--- src/rtl/idli_wb_m.sv ---
// idli_wb_m: write-back collector for the nibble-serial ALU datapath.
// Counts the nibble cycles of an operation, drives the last-cycle strobe back
// to the ALU, assembles the LSB-first result nibbles into a word, derives the
// zero/negative/carry flags and offers the result downstream.
//
// Handshake: a result is transferred on a rising edge where o_wb_vld and
// i_wb_rdy are both high. o_wb_vld stays high and data/flags stay stable until
// that transfer. A new collection starts on an edge where o_wb_ack is high.
// o_wb_ack is high only in IDLE, or in HOLD while i_wb_rdy is high, so a
// transfer and the next start can share one edge with no bubble.
module idli_wb_m #(
  parameter int NIBBLES = 4,
  localparam int W  = 4 * NIBBLES,
  localparam int CW = $clog2(NIBBLES)
) (
  input  logic          i_wb_gck,
  input  logic          i_wb_rst_n,
  input  logic          i_wb_start,
  output logic          o_wb_ack,
  input  logic [3:0]    i_wb_nibble,
  input  logic          i_wb_cout,
  input  logic          i_wb_carry_en,
  output logic [CW-1:0] o_wb_ctr,
  output logic          o_wb_last_cycle,
  output logic          o_wb_busy,
  output logic          o_wb_vld,
  input  logic          i_wb_rdy,
  output logic [W-1:0]  o_wb_data,
  output logic          o_wb_zero,
  output logic          o_wb_neg,
  output logic          o_wb_carry
);

  typedef enum logic [1:0] {
    ST_IDLE    = 2'd0,
    ST_COLLECT = 2'd1,
    ST_HOLD    = 2'd2
  } state_t;

  localparam logic [CW-1:0] CTR_LAST = CW'(NIBBLES - 1);

  state_t        state_q;
  logic [CW-1:0] ctr_q;
  logic [W-1:0]  data_q;
  logic [W-1:0]  data_d;
  logic          zrun_q;
  logic          zrun_d;
  logic          carry_en_q;
  logic          zero_q;
  logic          neg_q;
  logic          carry_q;
  logic          last_w;

  // Start acceptance, last-cycle decode and next values of the shift/zero chain.
  always_comb begin
    o_wb_ack = 1'b0;
    if (i_wb_rst_n && i_wb_start) begin
      if (state_q == ST_IDLE)
        o_wb_ack = 1'b1;
      else if (state_q == ST_HOLD && i_wb_rdy)
        o_wb_ack = 1'b1;
    end
    last_w = (state_q == ST_COLLECT) && (ctr_q == CTR_LAST);
    data_d = {i_wb_nibble, data_q[W-1:4]};
    zrun_d = zrun_q & (i_wb_nibble == 4'h0);
  end

  // Collector FSM: counter, word assembly, flag capture and result hold.
  always_ff @(posedge i_wb_gck) begin
    if (!i_wb_rst_n) begin
      state_q    <= ST_IDLE;
      ctr_q      <= '0;
      data_q     <= '0;
      zrun_q     <= 1'b0;
      carry_en_q <= 1'b0;
      zero_q     <= 1'b0;
      neg_q      <= 1'b0;
      carry_q    <= 1'b0;
    end else begin
      case (state_q)
        ST_IDLE: begin
          if (i_wb_start) begin
            state_q    <= ST_COLLECT;
            ctr_q      <= '0;
            carry_en_q <= i_wb_carry_en;
            zrun_q     <= 1'b1;
          end
        end
        ST_COLLECT: begin
          data_q <= data_d;
          zrun_q <= zrun_d;
          if (last_w) begin
            // Final nibble: flags are taken from the completed word.
            state_q <= ST_HOLD;
            ctr_q   <= '0;
            zero_q  <= zrun_d;
            neg_q   <= i_wb_nibble[3];
            carry_q <= carry_en_q & i_wb_cout;
          end else begin
            ctr_q <= ctr_q + CW'(1);
          end
        end
        ST_HOLD: begin
          if (i_wb_rdy) begin
            if (i_wb_start) begin
              state_q    <= ST_COLLECT;
              ctr_q      <= '0;
              carry_en_q <= i_wb_carry_en;
              zrun_q     <= 1'b1;
            end else begin
              state_q <= ST_IDLE;
            end
          end
        end
        default: begin
          state_q <= ST_IDLE;
          ctr_q   <= '0;
        end
      endcase
    end
  end

  assign o_wb_ctr        = ctr_q;
  assign o_wb_last_cycle = last_w;
  assign o_wb_busy       = (state_q == ST_COLLECT);
  assign o_wb_vld        = (state_q == ST_HOLD);
  assign o_wb_data       = data_q;
  assign o_wb_zero       = zero_q;
  assign o_wb_neg        = neg_q;
  assign o_wb_carry      = carry_q;

endmodule
--- config.mk ---
export PLATFORM = sky130hd
export DESIGN_NAME = idli_wb_m
export DESIGN_NICKNAME = d
export VERILOG_FILES = /design/src/rtl/idli_wb_m.sv
export SDC_FILE = /design/constraint.sdc
export NUM_CORES = 1
export LEC_CHECK = 0
export ABC_AREA = 0
export CAP_MARGIN = 10
export CORE_MARGIN = 2
export CORE_UTILIZATION = 63
export CTS_CLUSTER_SIZE = 12
export DETAILED_ROUTE_END_ITERATION = 6
export DONT_BUFFER_PORTS = 1
export PLACE_DENSITY = 0.78
export SYNTH_ARGS = -nofsm -noshare
export SYNTH_HDL_FRONTEND = slang
export SYNTH_SLANG_ARGS = --single-unit
--- constraint.sdc ---
create_clock -name i_wb_gck -period 2.35 [get_ports i_wb_gck]
set_clock_uncertainty 0.2 [all_clocks]
set_input_delay 0.47 -clock i_wb_gck [delete_from_list [all_inputs] [get_ports i_wb_gck]]
set_output_delay 0.47 -clock i_wb_gck [all_outputs]
set_load 0.01 [all_outputs]
==> run summary <==
CP Depth - 3
Final Slew Violations - 0
non-filler instance count after layout - 135
Post-Syn Nets - 130
global route total overflow - 0
multiplexer share of the synthesized area - 1.031%
Setup crit start kind - register
XOR/XNOR share of the synthesized area - 0%
max-cap violations - 0
Syn Std Cell Area - 970.9 um2
RSZ-0062 raised after global routing - false
reg2reg setup slack - 0.84 ns
Post-Synth Adder-Cell Area - 1.289%
worst r2r src - state_q[0]
slowest stage delay, CP - 0.44 ns
# diodes - 0
DR WL/cell - 13.91 um
height of the die - 43.26 um
CTS max path bufs - 2
Critical Path RT - 1.68 ns
placed cell count - 131
worst-skew pair later-pin latency - 0.30 ns
pwr dens - 694.7 nW/um2
layout cells sized above 1 - 5.882%
num ports - 35
critical-path cell list - ha_1 -> nand3b_1 -> inv_1
fin crit period - 2.091 ns
crit path to - o_wb_last_cycle
row cnt - 14
Mean Syn Cell Area - 8.159 um2
Hold Buf Count CTS - 0
core area - 1471 um2
Slew HR - 75.92%
largest net degree at the start of global routing - 23
Num CTS Buffers - 3
CTS Root Cell - clkbuf_4
Sinks on Clock Net - 25
Critical Path End Type - output port
Pre-antenna DRT Iters - 4
Synth Area in Compound Gates - 14.30%
cts repair resizes - 0
Slowest cell on crit path - dfxtp_1
Iteration-0 DRC Markers - 6
sequential share of the synthesized area - 51.55%
VDD IR max - 436.1 uV
Die X - 43.26 um
main combinational cell family by area after synthesis - simple AND/OR/NAND/NOR gates
initial antenna violation count - 0
antenna viol nets, final - 0
# DRC - 0
outcome - complete, no violations
Achievable Freq - 478.4 MHz
Crit path max-delay family - flip-flops
DP Wirelength - 1311 um
placer congestion estimate - 0.7767
Setup crit start - o_wb_ctr[0]
Distinct cells, synth - 22
reg2reg end - o_wb_ctr[0]
vias in the first global route - 744
drt via density - 5.719
GR Util All Layers - 21.95%
post-synthesis simple-gate area fraction - 25.90%
Fin. Hold Viols - 0
Via Count - 772
port bufs - 0
Setup TNS - 0 ns
CP bufs+invs - 1
DIE AREA - 1871 um2
count of filler cells inserted in the layout - 146
overall power - 0.6884 mW
Hold/Removal Path Class - input port to register
critical path type - register to output port
worst slew pin tran - 0.3607 ns
# Post-CTS Setup Buffers - 0
Worst Reg-to-Reg Cells - 4
CTS tree - done
Ys Warns - 0
P_leak - 0.3718 nW
Mapped Cells - 119
final setup fails - 0
WHS Path Cells - 2
worst path arrival time - 1.42 ns
Final #Nets - 131
Area Overhead vs Synth - 2.062%
period utilization - 88.96%
first-pass GRT wire length - 3111 um
Crit Path Max Fanout - 6
drt total wl - 1878 um
#FFs+latches synth - 25
CTS H-Tree Depth - 1
initial core utilization - 65.99%
Clock Pin Slew Worst Setup and Hold Paths - 0.13 ns
## metrics by stage
step                hold slack (ns)  setup slack (ns)  instance area (um2)  utilization (%)
floorplan                    0.2384            0.5997                970.9                -
global placement             0.2589            0.5696                963.4            65.48
detailed placement           0.2600            0.5631                963.4            65.48
CTS                         0.07899            0.2492                991.0            67.35
global route                0.06869            0.1297                991.0            67.35
finish                      0.08414            0.2595                991.0            67.35
## layout make-up
cell class	count	area [um2]	area share, %
multi-input cells	84	412.9	41.67
inverters	4	15.01	1.515
repair buffers	2	15.01	1.515
clock buffers	3	22.52	2.273
flip-flops and latches	25	500.5	50.51
well taps	16	20.02	2.020
clock inverters	1	5.005	0.5051
## worst min-delay path by stage
stage,from,endpoint
6_report,i_wb_nibble[1],o_wb_data[13]
5_1_grt,i_wb_nibble[2],o_wb_data[14]
4_1_cts,i_wb_nibble[1],o_wb_data[13]
3_5_place_dp,carry_en_q,carry_en_q
3_3_place_gp,carry_en_q,carry_en_q
2_1_floorplan,carry_en_q,carry_en_q
## power breakdown
group	switching [mW]	leakage [nW]	internal [mW]
sequential	0.0151	0.203	0.436
clock	0.120	0.0177	0.0634
combinational	0.0355	0.151	0.0180
## flip-flops by register name, indices dropped and copies added (netlist names)
| name | flops |
|---|---|
| o_wb_neg | 1 |
| o_wb_zero | 1 |
| o_wb_data | 16 |
| o_wb_ctr | 2 |
| state_q | 2 |
| carry_en_q | 1 |
| o_wb_carry | 1 |
| zrun_q | 1 |
## per-layer routing
metal	GRT usage, %	vias up	wire (um)
li1	-	387	-
met1	26.47	360	828
met2	37.01	23	923
met3	5.532	2	116
met4	8.485	0	9
met5	0	-	0
## synth_stat cells
library cell / n / area [um2]
nand3_1: 2 / 10.01
dfxtp_1: 25 / 500.5
nand4_1: 1 / 6.260
mux2i_1: 1 / 10.01
a21oi_1: 23 / 115.1
nor2_1: 1 / 3.750
and2b_1: 2 / 15.01
buf_4: 1 / 7.510
nor2b_1: 2 / 12.51
nand3b_1: 2 / 15.01
ha_1: 1 / 12.51
inv_2: 1 / 3.750
nand2b_1: 4 / 25.02
nand2_1: 38 / 142.6
or3_1: 2 / 12.51
nor4b_1: 1 / 8.760
buf_6: 2 / 22.52
a2bb2oi_1: 1 / 8.760
clkbuf_1: 2 / 7.510
o21ai_0: 3 / 15.01
inv_1: 3 / 11.26
buf_2: 1 / 5.000
## layout by cell type (no fill, tap or decap), drive strengths merged, types with 2 or more instances in the layout
cell type  count
nand2         38
nor2b          2
nand3b         2
o21ai          3
dfxtp         25
clkbuf         3
nand3          2
nand2b         4
or3            2
a21oi         23
buf            2
inv            4
and2b          2
## cell families after synthesis
logic type | count (synthesis)
compound gates | 27
buf+inv | 10
fa+ha+maj | 1
mux | 1
simple gates | 55
flops | 25
Note: power is estimated with default switching activity, not from simulation.
